$ cat src/rtl/ps2_rx_if.sv
// PS/2 receiver pin and scan-code bundle: master is the receiver, slave is the pin driver / code consumer.
interface ps2_rx_if;
  logic       ps2_clk_in;
  logic       ps2_dat_in;
  logic [7:0] code;
  logic       code_ext;
  logic       code_rel;
  logic       code_valid;
  logic       frame_err;
  logic       busy;

  modport master (
    input  ps2_clk_in, ps2_dat_in,
    output code, code_ext, code_rel, code_valid, frame_err, busy
  );

  modport slave (
    output ps2_clk_in, ps2_dat_in,
    input  code, code_ext, code_rel, code_valid, frame_err, busy
  );
endinterface

$ cat src/rtl/ps2_rx.sv
// PS/2 frame receiver with E0/F0 prefix tracking; receive-only.
// Optional macro PS2_RX_PARITY_EN: when defined, a parity failure drops the frame.
module ps2_rx #(
  parameter int unsigned CLK_FREQ   = 28_000_000,
  parameter int unsigned FILTER_LEN = 8,
  parameter int unsigned TIMEOUT_US = 200
) (
  input  logic     clk28,
  input  logic     rst_n,
  ps2_rx_if.master ps2_bus
);

  localparam int unsigned TIMEOUT_CYC = CLK_FREQ / 1_000_000 * TIMEOUT_US;
  localparam int unsigned FILT_W      = $clog2(FILTER_LEN + 1);
  localparam int unsigned TO_W        = $clog2(TIMEOUT_CYC + 1);
  localparam int unsigned BIT_W       = 3;
  localparam logic [7:0]  PFX_EXT     = 8'hE0;
  localparam logic [7:0]  PFX_REL     = 8'hF0;

  typedef enum logic [1:0] {
    S_IDLE,
    S_DATA,
    S_PARITY,
    S_STOP
  } state_t;

  // synchronisers and clock filter
  logic              r_clk_meta, r_clk_sync;
  logic              r_dat_meta, r_dat_sync;
  logic              r_fclk, r_fclk_d;
  logic [FILT_W-1:0] r_filt_cnt;

  // frame state
  state_t            r_state;
  logic [BIT_W-1:0]  r_bit_cnt;
  logic [7:0]        r_shift;
`ifdef PS2_RX_PARITY_EN
  logic              r_par;
`endif
  logic [TO_W-1:0]   r_to_cnt;
  logic              r_ext_pend, r_rel_pend;

  // registered outputs
  logic [7:0]        r_code;
  logic              r_code_ext, r_code_rel;
  logic              r_code_valid, r_frame_err, r_busy;

  // next-state values
  logic              w_fclk_nxt;
  logic [FILT_W-1:0] w_filt_cnt_nxt;
  state_t            w_state_nxt;
  logic [BIT_W-1:0]  w_bit_cnt_nxt;
  logic [7:0]        w_shift_nxt;
`ifdef PS2_RX_PARITY_EN
  logic              w_par_nxt;
`endif
  logic [TO_W-1:0]   w_to_cnt_nxt;
  logic              w_ext_pend_nxt, w_rel_pend_nxt;
  logic [7:0]        w_code_nxt;
  logic              w_code_ext_nxt, w_code_rel_nxt;
  logic              w_code_valid_nxt, w_frame_err_nxt;
  logic              w_strobe, w_timeout, w_frame_ok;

  assign w_strobe  = r_fclk_d & ~r_fclk;
  assign w_timeout = (r_to_cnt == TO_W'(TIMEOUT_CYC));

  // fclk follows the synchronised clock only after FILTER_LEN stable cycles
  always_comb begin
    w_fclk_nxt     = r_fclk;
    w_filt_cnt_nxt = '0;
    if (r_clk_sync != r_fclk) begin
      if (r_filt_cnt == FILT_W'(FILTER_LEN - 1)) begin
        w_fclk_nxt = r_clk_sync;
      end else begin
        w_filt_cnt_nxt = r_filt_cnt + FILT_W'(1);
      end
    end
  end

  // frame FSM, timeout and prefix tracking
  always_comb begin
    w_state_nxt      = r_state;
    w_bit_cnt_nxt    = r_bit_cnt;
    w_shift_nxt      = r_shift;
`ifdef PS2_RX_PARITY_EN
    w_par_nxt        = r_par;
`endif
    w_to_cnt_nxt     = '0;
    w_ext_pend_nxt   = r_ext_pend;
    w_rel_pend_nxt   = r_rel_pend;
    w_code_nxt       = r_code;
    w_code_ext_nxt   = r_code_ext;
    w_code_rel_nxt   = r_code_rel;
    w_code_valid_nxt = 1'b0;
    w_frame_err_nxt  = 1'b0;
    w_frame_ok       = 1'b0;

    if (!w_strobe && r_state != S_IDLE) begin
      w_to_cnt_nxt = r_to_cnt + TO_W'(1);
    end

    if (w_strobe) begin
      case (r_state)
        S_IDLE: begin
          if (!r_dat_sync) begin
            w_state_nxt   = S_DATA;
            w_bit_cnt_nxt = '0;
          end
        end
        S_DATA: begin
          w_shift_nxt   = {r_dat_sync, r_shift[7:1]};
          w_bit_cnt_nxt = r_bit_cnt + BIT_W'(1);
          if (r_bit_cnt == BIT_W'(7)) begin
            w_state_nxt = S_PARITY;
          end
        end
        S_PARITY: begin
`ifdef PS2_RX_PARITY_EN
          w_par_nxt   = r_dat_sync;
`endif
          w_state_nxt = S_STOP;
        end
        S_STOP: begin
          w_state_nxt = S_IDLE;
`ifdef PS2_RX_PARITY_EN
          w_frame_ok  = r_dat_sync & (^{r_shift, r_par});
`else
          w_frame_ok  = r_dat_sync;
`endif
          if (!w_frame_ok) begin
            w_frame_err_nxt = 1'b1;
            w_ext_pend_nxt  = 1'b0;
            w_rel_pend_nxt  = 1'b0;
          end else if (r_shift == PFX_EXT) begin
            w_ext_pend_nxt  = 1'b1;
          end else if (r_shift == PFX_REL) begin
            w_rel_pend_nxt  = 1'b1;
          end else begin
            w_code_nxt       = r_shift;
            w_code_ext_nxt   = r_ext_pend;
            w_code_rel_nxt   = r_rel_pend;
            w_code_valid_nxt = 1'b1;
            w_ext_pend_nxt   = 1'b0;
            w_rel_pend_nxt   = 1'b0;
          end
        end
      endcase
    end else if (w_timeout) begin
      // a strobe in the same cycle takes priority over the timeout
      w_state_nxt     = S_IDLE;
      w_shift_nxt     = '0;
      w_to_cnt_nxt    = '0;
      w_frame_err_nxt = 1'b1;
      w_ext_pend_nxt  = 1'b0;
      w_rel_pend_nxt  = 1'b0;
    end
  end

  always_ff @(posedge clk28) begin
    if (!rst_n) begin
      r_clk_meta   <= 1'b1;
      r_clk_sync   <= 1'b1;
      r_dat_meta   <= 1'b1;
      r_dat_sync   <= 1'b1;
      r_fclk       <= 1'b1;
      r_fclk_d     <= 1'b1;
      r_filt_cnt   <= '0;
      r_state      <= S_IDLE;
      r_bit_cnt    <= '0;
      r_shift      <= '0;
`ifdef PS2_RX_PARITY_EN
      r_par        <= 1'b0;
`endif
      r_to_cnt     <= '0;
      r_ext_pend   <= 1'b0;
      r_rel_pend   <= 1'b0;
      r_code       <= '0;
      r_code_ext   <= 1'b0;
      r_code_rel   <= 1'b0;
      r_code_valid <= 1'b0;
      r_frame_err  <= 1'b0;
      r_busy       <= 1'b0;
    end else begin
      r_clk_meta   <= ps2_bus.ps2_clk_in;
      r_clk_sync   <= r_clk_meta;
      r_dat_meta   <= ps2_bus.ps2_dat_in;
      r_dat_sync   <= r_dat_meta;
      r_fclk       <= w_fclk_nxt;
      r_fclk_d     <= r_fclk;
      r_filt_cnt   <= w_filt_cnt_nxt;
      r_state      <= w_state_nxt;
      r_bit_cnt    <= w_bit_cnt_nxt;
      r_shift      <= w_shift_nxt;
`ifdef PS2_RX_PARITY_EN
      r_par        <= w_par_nxt;
`endif
      r_to_cnt     <= w_to_cnt_nxt;
      r_ext_pend   <= w_ext_pend_nxt;
      r_rel_pend   <= w_rel_pend_nxt;
      r_code       <= w_code_nxt;
      r_code_ext   <= w_code_ext_nxt;
      r_code_rel   <= w_code_rel_nxt;
      r_code_valid <= w_code_valid_nxt;
      r_frame_err  <= w_frame_err_nxt;
      r_busy       <= (w_state_nxt != S_IDLE);
    end
  end

  assign ps2_bus.code       = r_code;
  assign ps2_bus.code_ext   = r_code_ext;
  assign ps2_bus.code_rel   = r_code_rel;
  assign ps2_bus.code_valid = r_code_valid;
  assign ps2_bus.frame_err  = r_frame_err;
  assign ps2_bus.busy       = r_busy;

endmodule
$ cat src/flat_wrapper.sv
// flat-port wrapper written by rule: the top's interface ports become plain ports
module ps2_rx_flat 
#(
  parameter int unsigned CLK_FREQ   = 28_000_000,
  parameter int unsigned FILTER_LEN = 8,
  parameter int unsigned TIMEOUT_US = 200
)
  (clk28, rst_n, ps2_bus_ps2_clk_in, ps2_bus_ps2_dat_in, ps2_bus_code, ps2_bus_code_ext, ps2_bus_code_rel, ps2_bus_code_valid, ps2_bus_frame_err, ps2_bus_busy);
  ps2_rx_if ps2_bus_i ();
  input  logic clk28;
  input  logic rst_n;
  input wire logic [$bits(ps2_bus_i.ps2_clk_in)-1:0] ps2_bus_ps2_clk_in;
  input wire logic [$bits(ps2_bus_i.ps2_dat_in)-1:0] ps2_bus_ps2_dat_in;
  output wire logic [$bits(ps2_bus_i.code)-1:0] ps2_bus_code;
  output wire logic [$bits(ps2_bus_i.code_ext)-1:0] ps2_bus_code_ext;
  output wire logic [$bits(ps2_bus_i.code_rel)-1:0] ps2_bus_code_rel;
  output wire logic [$bits(ps2_bus_i.code_valid)-1:0] ps2_bus_code_valid;
  output wire logic [$bits(ps2_bus_i.frame_err)-1:0] ps2_bus_frame_err;
  output wire logic [$bits(ps2_bus_i.busy)-1:0] ps2_bus_busy;
  assign ps2_bus_i.ps2_clk_in = ps2_bus_ps2_clk_in;
  assign ps2_bus_i.ps2_dat_in = ps2_bus_ps2_dat_in;
  assign ps2_bus_code = ps2_bus_i.code;
  assign ps2_bus_code_ext = ps2_bus_i.code_ext;
  assign ps2_bus_code_rel = ps2_bus_i.code_rel;
  assign ps2_bus_code_valid = ps2_bus_i.code_valid;
  assign ps2_bus_frame_err = ps2_bus_i.frame_err;
  assign ps2_bus_busy = ps2_bus_i.busy;
  ps2_rx #(.CLK_FREQ(CLK_FREQ), .FILTER_LEN(FILTER_LEN), .TIMEOUT_US(TIMEOUT_US)) u_core (.clk28(clk28), .rst_n(rst_n), .ps2_bus(ps2_bus_i));
endmodule
$ cat config.mk
export PLATFORM = sky130hd
export DESIGN_NAME = ps2_rx_flat
export DESIGN_NICKNAME = d
export VERILOG_FILES = /design/src/rtl/ps2_rx_if.sv /design/src/rtl/ps2_rx.sv /design/src/flat_wrapper.sv
export SDC_FILE = /design/constraint.sdc
export NUM_CORES = 1
export LEC_CHECK = 0
export BUFFER_PORTS_ARGS = -buffer_cell sky130_fd_sc_hd__clkbuf_2
export CORE_ASPECT_RATIO = 0.7
export CORE_UTILIZATION = 58
export CTS_CLUSTER_SIZE = 24
export DETAILED_ROUTE_END_ITERATION = 12
export GPL_ROUTABILITY_DRIVEN = 0
export HOLD_SLACK_MARGIN = 0.08
export PLACE_DENSITY = 0.82
export SLEW_MARGIN = 15
export SYNTH_ARGS = -nofsm -noshare
export SYNTH_HDL_FRONTEND = slang
export SYNTH_SLANG_ARGS = --single-unit
$ cat constraint.sdc
create_clock -name clk28 -period 1.7 [get_ports clk28]
set_input_delay 0.17 -clock clk28 [delete_from_list [all_inputs] [get_ports clk28]]
set_output_delay 0.17 -clock clk28 [all_outputs]
set_load 0.03 [all_outputs]
==> results of run 1 <==
timing repair:
item | 4_1_cts | 5_1_grt
hold buffers | 2 | 0
endpoints found under the hold margin | 2 | 0
setup endpoints to repair | 0 | 0
flip-flops by register name, summed over array words and instances (netlist names), 2 cells and up:
name                 cells
u_core.r_filt_cnt        4
u_core.r_bit_cnt         3
u_core.r_to_cnt         13
u_core.r_shift           8
u_core.r_state           2
u_core.ps2_bus.code      8
area by class of cell:
| cell class | instances | area share |
|---|---|---|
| timing repair buffer | 22 | 0.0549 |
| sequential | 51 | 0.430 |
| clock buffer | 5 | 0.0290 |
| tap | 50 | 0.0264 |
| multi-input combinational | 145 | 0.443 |
| inverter | 5 | 0.00791 |
| clock inverter | 3 | 0.00844 |
synthesized netlist by cell type, types with 2 or more instances:
master	count	area share
and2_1	3	0.0087
o21a_1	2	0.0070
buf_6	3	0.016
and4_1	2	0.0082
nor2b_1	23	0.067
xor2_1	9	0.037
and3_1	5	0.015
nor4_1	2	0.0058
dfxtp_1	51	0.48
nand2_1	9	0.016
inv_1	5	0.0087
a21oi_1	2	0.0047
ha_1	5	0.029
clkbuf_1	3	0.0052
nor2_1	19	0.033
mux2i_1	12	0.056
xnor2_1	5	0.020
nand3_1	10	0.023
nand2b_1	6	0.017
a22oi_1	10	0.035
path summary, 6_finish.rpt:
kind / end
min reg2reg: u_core.r_clk_sync
max: u_core.r_shift[1]
min: u_core.ps2_bus.busy
max reg2reg: u_core.r_shift[1]
critical path: stages, from the launching register on:
cell and delay [ns]:
dfxtp_1 0.35, inv_1 0.07, ha_1 0.15, nor4b_4 0.27
a41oi_2 0.31, a22oi_1 0.23, nor2b_1 0.06
layer usage:
| layer | vias to the layer above | GRT usage | share of wire |
|---|---|---|---|
| li1 | 770 | - | - |
| met1 | 637 | 0.307 | 0.56 |
| met2 | 27 | 0.273 | 0.38 |
| met3 | 9 | 0.0514 | 0.034 |
| met4 | 0 | 0.107 | 0.022 |
| met5 | - | 0 | 0 |
report_power, final:
group          leakage, nW  internal (mW)  switching, mW
Sequential           0.412           1.20        0.00350
Clock               0.0402          0.287          0.398
Combinational        0.412         0.0183         0.0149
stage by stage:
step,setup WS [ns],util
detailed placement,0.155,0.640
CTS,0.136,0.671
finish,0.139,0.671
global route,0.00935,0.671
floorplan,0.288,-
global placement,0.231,0.640
logic make-up after synthesis:
family | share of synthesized area
compound gates | 0.0850
xor+xnor | 0.0571
fa+ha+maj | 0.0291
buf+inv | 0.0355
flops | 0.475
mux | 0.0559
simple gates | 0.262
==> impl_metrics.tcl, run 1 <==
set metrics [dict create \
    crit_start "u_core.r_to_cnt[0]" \
    syn_to_final_growth_pct 10.4 \
    multi_input_area_mm2 0.00105 \
    clock-sinks 51 \
    clockRootBuffer "clkbuf_8" \
    drc 0 \
    grt_pass1_vias 1281 \
    cts.htree.levels 2 \
    fin_crit_sh 0.918 \
    ys_warn_count 0 \
    crit_arrival_ns 1.76 \
    n_antenna_cell 0 \
    cts_buffer_depth 2 \
    whs_path_depth 3 \
    fin_setup_tns_ns 0 \
    vias_per_cell 5.14 \
    synth_area_mm2 0.00215 \
    fin_area_mm2 0.00237 \
    synth-main-ff-cell "dfxtp_1" \
    fin_cells 281 \
    finalSetupViolCount 0 \
    ios 17 \
    end_kind "flip-flop" \
    hold_viol 0 \
    syn_inst 209 \
    r2r-start "u_core.r_to_cnt[0]" \
    finClkSkew_ns 0.00859 \
    dieArea_mm2 0.00396 \
    cts_setup_buffers 0 \
    hold_class "in2reg" \
    ys_ff_latch 51 \
    critPathMaxFanout 8 \
    rr_worst_depth 6 \
    hold_start "rst_n" \
    post-route-min-period_ns 1.56 \
    grt_overflow 0 \
    ys_types 43 \
    detail-route-antenna-nets 0 \
    vdd_drop_max_mv 0.537 \
    tritoncts "done" \
    maxCapViolCount 0 \
    drv_slew 0 \
    seq_area_mm2 0.00102 \
    synth_nets 218 \
    place_area_mm2 0.00226 \
    placed_cells 271 \
    drt_iter0_drc 96 \
    cts_buffers 5 \
    reg2reg_slack_ns 0.14 \
    post_drt_wl_per_cell_um 12.7 \
    slew_headroom 0.696 \
    start_util 0.608 \
    syn_avg_cell_area_um2 10.3 \
    fmax_mhz 641 \
    synth_seq_area_share 0.475 \
    fp.coreArea_mm2 0.00354 \
    cts.repair.resized 0 \
    grt_pass1_wl_mm 5.98 \
    synth-edff-count 0 \
    mostFrequentLayoutCells "dfxtp_1 (51), nor2b_1 (23), nor2_1 (19)" \
    drt_wl_total_mm 3.56 \
    num-fill-cells 296 \
    hold_ws_ns 0.253 \
    rsz0062_at_grt "false" \
    io_buffers 16 \
    leakagePower_nw 0.864 \
    die_h_um 52.9 \
    insertion_delay_ns 0.31 \
    clk_pin_slew_ns 0.09 \
    dp.final_hpwl_mm 2.50 \
    total_power_mw 1.92 \
    vias 1443 \
    tightest_slew_ns 0.456 \
    worstPathRequired_ns 1.90 \
    fp.dieW_um 74.7 \
    final_common_cell "dfxtp_1" \
    antenna_found_initial 0 \
    critPathKind "reg2reg" \
    drive_gt1_frac 0.160 \
    firstDrtPassIters 4 \
    grt_max_degree 25 \
    rows 18 \
    powerDensity_mw_per_mm2 809 \
    layout.nets 239 \
    async_flop_share 0 \
    cp-start-kind "flip-flop" \
    status "finished clean" \
    grt_usage 0.208 \
]
(Power assumes the default switching activity.)
==> run 2, diff against run 1 <==
- CORE_ASPECT_RATIO: 0.7 -> 0.8
==> run 2 against run 1 <==
Net effect:
- count of clock-buffer cells in the layout grew 1
- cell area grew 4.1%
- die area is essentially flat
- sequential share of layout area shrank 1.7 points
- combinational power grew 11%
- cell count grew 1.1%
- sequential power is essentially flat
- wire length grew 9.3%
- hold slack lost 0.020 ns
- total power grew 0.49%
- critical endpoint is now u_core.r_shift[4]
- largest power group unchanged
==> impl_metrics.tcl, run 2 (same netlist as run 1, synthesis figures left out) <==
set metrics [dict create \
    fin_crit_sh 0.914 \
    wl_met2_mm 1.76 \
    die_h_um 56.4 \
    grt_pass1_vias 1398 \
    dp.final_hpwl_mm 2.59 \
    tightest_slew_ns 0.584 \
    post-route-min-period_ns 1.55 \
    dieArea_mm2 0.00395 \
    setup_slack_ns 0.146 \
    drt-met1-wl_mm 1.88 \
    drt_iter0_drc 68 \
    cts.htree.levels 2 \
    drt_wl_total_mm 3.89 \
    insertion_delay_ns 0.30 \
    io_buffers 16 \
    wl_met3_um 176 \
    place_area_mm2 0.00234 \
    cts_buffer_depth 2 \
    drive_gt1_frac 0.202 \
    grt_usage 0.209 \
    layout.nets 251 \
    firstDrtPassIters 4 \
    critPathKind "reg2reg" \
    cpPeakStageDelay_ns 0.35 \
    end_kind "flip-flop" \
    powerDensity_mw_per_mm2 781 \
    clock-sinks 51 \
    hold_ws_ns 0.233 \
    fmax_mhz 644 \
    cp-start-kind "flip-flop" \
    hold_viol 0 \
    slew_headroom 0.610 \
    finClkSkew_ns 0.00684 \
    drc 0 \
    vdd_drop_max_mv 0.610 \
    grt_pass1_wl_mm 6.44 \
    final_util 0.707 \
    detail-route-antenna-nets 0 \
    grt_max_degree 27 \
    clk_pin_slew_ns 0.09 \
    fp.coreArea_mm2 0.00349 \
    clockRootBuffer "clkbuf_8" \
    n_antenna_cell 0 \
    fp.dieW_um 70.0 \
    finalSetupViolCount 0 \
    total_power_mw 1.93 \
    fin_area_mm2 0.00247 \
    top_layer_used "met4" \
    post_drt_wl_per_cell_um 13.7 \
    placed_cells 274 \
    mostFrequentLayoutCells "dfxtp_1 (51), nor2b_1 (23), nor2_1 (19)" \
    final_common_cell "dfxtp_1" \
    vias_per_cell 5.47 \
    vias 1554 \
    crit_arrival_ns 1.75 \
    rsz0062_at_grt "false" \
    tritoncts "done" \
    antenna_found_initial 0 \
    critPathMaxFanout 8 \
    drv_slew 0 \
    rows 19 \
    cp_cell_sequence "inv_1, ha_1, nor4b_4, a41oi_2, a22oi_1, nor2b_1" \
    grt_overflow 0 \
    regMostFlops "u_core.r_to_cnt" \
    fin_setup_tns_ns 0 \
    place_ws_ns -0.201 \
    leakagePower_nw 0.930 \
    maxCapViolCount 0 \
    largest_register_ffs 13 \
    cts_setup_buffers 0 \
    slowest_stage "dfxtp_1" \
    hold_class "in2reg" \
    ios 17 \
    cts_buffers 5 \
    syn_to_final_growth_pct 15.0 \
    fin_cells 284 \
    reg2reg_slack_ns 0.15 \
    start_util 0.615 \
    num-fill-cells 271 \
    worstPathRequired_ns 1.90 \
    status "finished clean" \
]
-- run 2: changes by cell type in the layout (fill, tap and decap cells not counted), sizes merged --
cell,previous run,this run
a211oi,1,2
buf,4,15
clkbuf,21,22
clkinvlp,2,0
-- run 2: worst max-delay path: cells and delay by family, from the launching register on --
kind                       cells  cell delay (ns)
DFF                            1             0.35
buffers and inverters          1             0.06
AOI/OAI and AO/OA              2             0.56
adders and majority gates      1             0.14
and+or+nand+nor                2             0.34
-- run 2: repair_timing --
item / CTS / global route
cloned: 0 / 1
resized for setup: 1 / 1
pin swaps: 0 / 1
endpoints found under the hold margin: 2 / 0
hold buffers: 2 / 0
endpoints found under the setup margin: 11 / 3
-- run 2: path summary, 6_finish.rpt --
check | startpoint | to | depth (start not counted)
max | u_core.r_to_cnt[0] | u_core.r_shift[4] | 6
min | rst_n | u_core.ps2_bus.busy | 3
max reg2reg | u_core.r_to_cnt[0] | u_core.r_shift[4] | 6
min reg2reg | u_core.r_dat_meta | u_core.r_dat_sync | 1
-- run 2: routing by layer --
metal,up-vias,global-route usage
met2,34,0.316
met3,9,0.0539
li1,787,-
met4,0,0.103
met5,-,0
met1,724,0.278
-- run 2: power by group --
part | internal (mW) | switching (mW) | leakage [nW]
Combinational | 0.0194 | 0.0172 | 0.471
Clock | 0.320 | 0.372 | 0.0470
Sequential | 1.20 | 0.00265 | 0.412
-- run 2: cell type report --
class | count | area (um2) | share of cell area
clock buffer | 6 | 82.6 | 0.0334
clock inverter | 1 | 5.00 | 0.00203
inverter | 5 | 18.8 | 0.00760
multi-input combinational | 146 | 1080 | 0.436
sequential | 51 | 1020 | 0.413
tap | 42 | 52.6 | 0.0213
timing repair buffer | 33 | 213 | 0.0861
==> run 3, diff against run 2 <==
- REMOVE_ABC_BUFFERS: default -> 1
==> run 3 against run 2 <==
Net effect:
- first-iteration DRC count decreased by 26%
- hold slack improved by 0.036 ns
- via count decreased by 5.4%
- critical path depth unchanged
- critical path type unchanged
- largest power group unchanged
==> impl_metrics.tcl, run 3 (same netlist as run 1, synthesis figures left out) <==
set metrics [dict create \
    vias_per_cell 5.38 \
    grt_pass1_vias 1239 \
    drc 0 \
    firstDrtPassIters 5 \
    cts_setup_buffers 0 \
    ios 17 \
    grt_overflow 0 \
    hold_viol 0 \
    fp.dieW_um 70.0 \
    cp_num_buf_inv 1 \
    worstSetupEndpoint "u_core.r_rel_pend" \
    placed_cells 263 \
    end_kind "flip-flop" \
    cpPeakStageDelay_ns 0.35 \
    worstPathRequired_ns 1.91 \
    final_util 0.684 \
    post-route-min-period_ns 1.54 \
    dp.final_hpwl_mm 2.49 \
    clockRootBuffer "clkbuf_8" \
    vdd_drop_max_mv 0.739 \
    slew_headroom 0.732 \
    largest_register_ffs 13 \
    post_drt_wl_per_cell_um 12.9 \
    mostFrequentLayoutCells "dfxtp_1 (51), nor2b_1 (23), nor2_1 (19)" \
    grt_pass1_wl_mm 5.66 \
    tritoncts "done" \
    antenna_found_initial 0 \
    die_h_um 56.4 \
    r2r-start "u_core.r_to_cnt[0]" \
    slowest_stage "dfxtp_1" \
    status "finished clean" \
    drive_gt1_frac 0.160 \
    fmax_mhz 650 \
    powerDensity_mw_per_mm2 879 \
    dieArea_mm2 0.00395 \
    regToRegEndpoint "u_core.r_rel_pend" \
    reg2reg_slack_ns 0.16 \
    drv_slew 0 \
    fp.coreArea_mm2 0.00349 \
    cts.htree.levels 2 \
    drt_iter0_drc 50 \
    cts.repair.resized 0 \
    io_buffers 16 \
    cp_top_family "simple AND/OR/NAND/NOR gates" \
    clock-sinks 51 \
    maxCapViolCount 0 \
    fin_crit_sh 0.904 \
    clk_pin_slew_ns 0.09 \
    tightest_slew_ns 0.403 \
    drt_wl_total_mm 3.53 \
    fin_area_mm2 0.00239 \
    finalSetupViolCount 0 \
    rsz0062_at_grt "false" \
    rows 19 \
    start_util 0.615 \
    n_antenna_cell 0 \
    crit_start "u_core.r_to_cnt[0]" \
    grt_max_degree 24 \
    grt_usage 0.188 \
    layout.nets 239 \
    critPathMaxFanout 5 \
    insertion_delay_ns 0.31 \
    cts_hold_buffers 2 \
    cp_cell_sequence "inv_1, ha_1, nor4b_4, nand4_2, a32o_1, o21a_1" \
    hold_class "in2reg" \
    cts_buffers 5 \
    final_common_cell "dfxtp_1" \
    cts_buffer_depth 2 \
    syn_to_final_growth_pct 11.3 \
    fin_setup_tns_ns 0 \
    finClkSkew_ns 0.00782 \
    regMostFlops "u_core.r_to_cnt" \
    fin_cells 273 \
    place_area_mm2 0.00225 \
    crit_arrival_ns 1.74 \
    vias 1470 \
    rr_worst_depth 6 \
    detail-route-antenna-nets 0 \
    cp-start-kind "flip-flop" \
    worst-path-stages 6 \
    critPathKind "reg2reg" \
    leakagePower_nw 0.885 \
]
run 3: changes by cell type in the layout (fill, tap and decap cells not counted):
cell / before / now
a211oi_4: 1 / 0
buf_4: 15 / 4
bufinv_16: 0 / 1
nor4_1: 1 / 2
nor4_2: 1 / 0
run 3: report_power, final:
part | leakage (nW) | internal (mW) | switching [mW]
combinational | 0.412 | 0.0182 | 0.0149
sequential | 0.412 | 1.20 | 0.00418
clock | 0.0612 | 0.476 | 0.390
total | 0.885 | 1.69 | 0.409
run 3: layout make-up:
| cell class | instances | area, um2 |
|---|---|---|
| fillers | 261 | 1100 |
| repair buffers | 22 | 130 |
| clock buffers | 6 | 82.6 |
| flip-flops and latches | 51 | 1020 |
| inverters | 5 | 18.8 |
| clock inverters | 2 | 35.0 |
| multi-input cells | 145 | 1050 |
| well taps | 42 | 52.6 |
run 3: per-stage QoR:
stage | setup slack (ns) | hold WS, ns | total power [mW]
3_5_place_dp | 0.165 | 0.355 | 1.26
5_1_grt | 0.00978 | 0.326 | 2.17
6_report | 0.163 | 0.269 | 2.10
3_3_place_gp | 0.225 | 0.355 | 1.26
2_1_floorplan | 0.0308 | 0.232 | 1.24
4_1_cts | 0.148 | 0.261 | 2.12
run 3: worst min path at each step:
stage / from / end / slack (ns) / cells past startpoint
after floorplan: rst_n / u_core.r_fclk / 0.23 / 1
after global placement: ps2_bus_ps2_dat_in / u_core.r_dat_meta / 0.36 / 2
after detailed placement: ps2_bus_ps2_dat_in / u_core.r_dat_meta / 0.36 / 2
after CTS: rst_n / u_core.r_fclk / 0.26 / 2
after global routing: rst_n / u_core.r_fclk_d / 0.33 / 2
final: rst_n / u_core.r_fclk / 0.27 / 2
run 3: layer usage:
layer,vias up,global-route usage,share of wire
li1,763,-,-
met2,37,0.273,0.42
met5,-,0,0
met4,0,0.106,0.021
met1,663,0.253,0.52
met3,7,0.0485,0.040
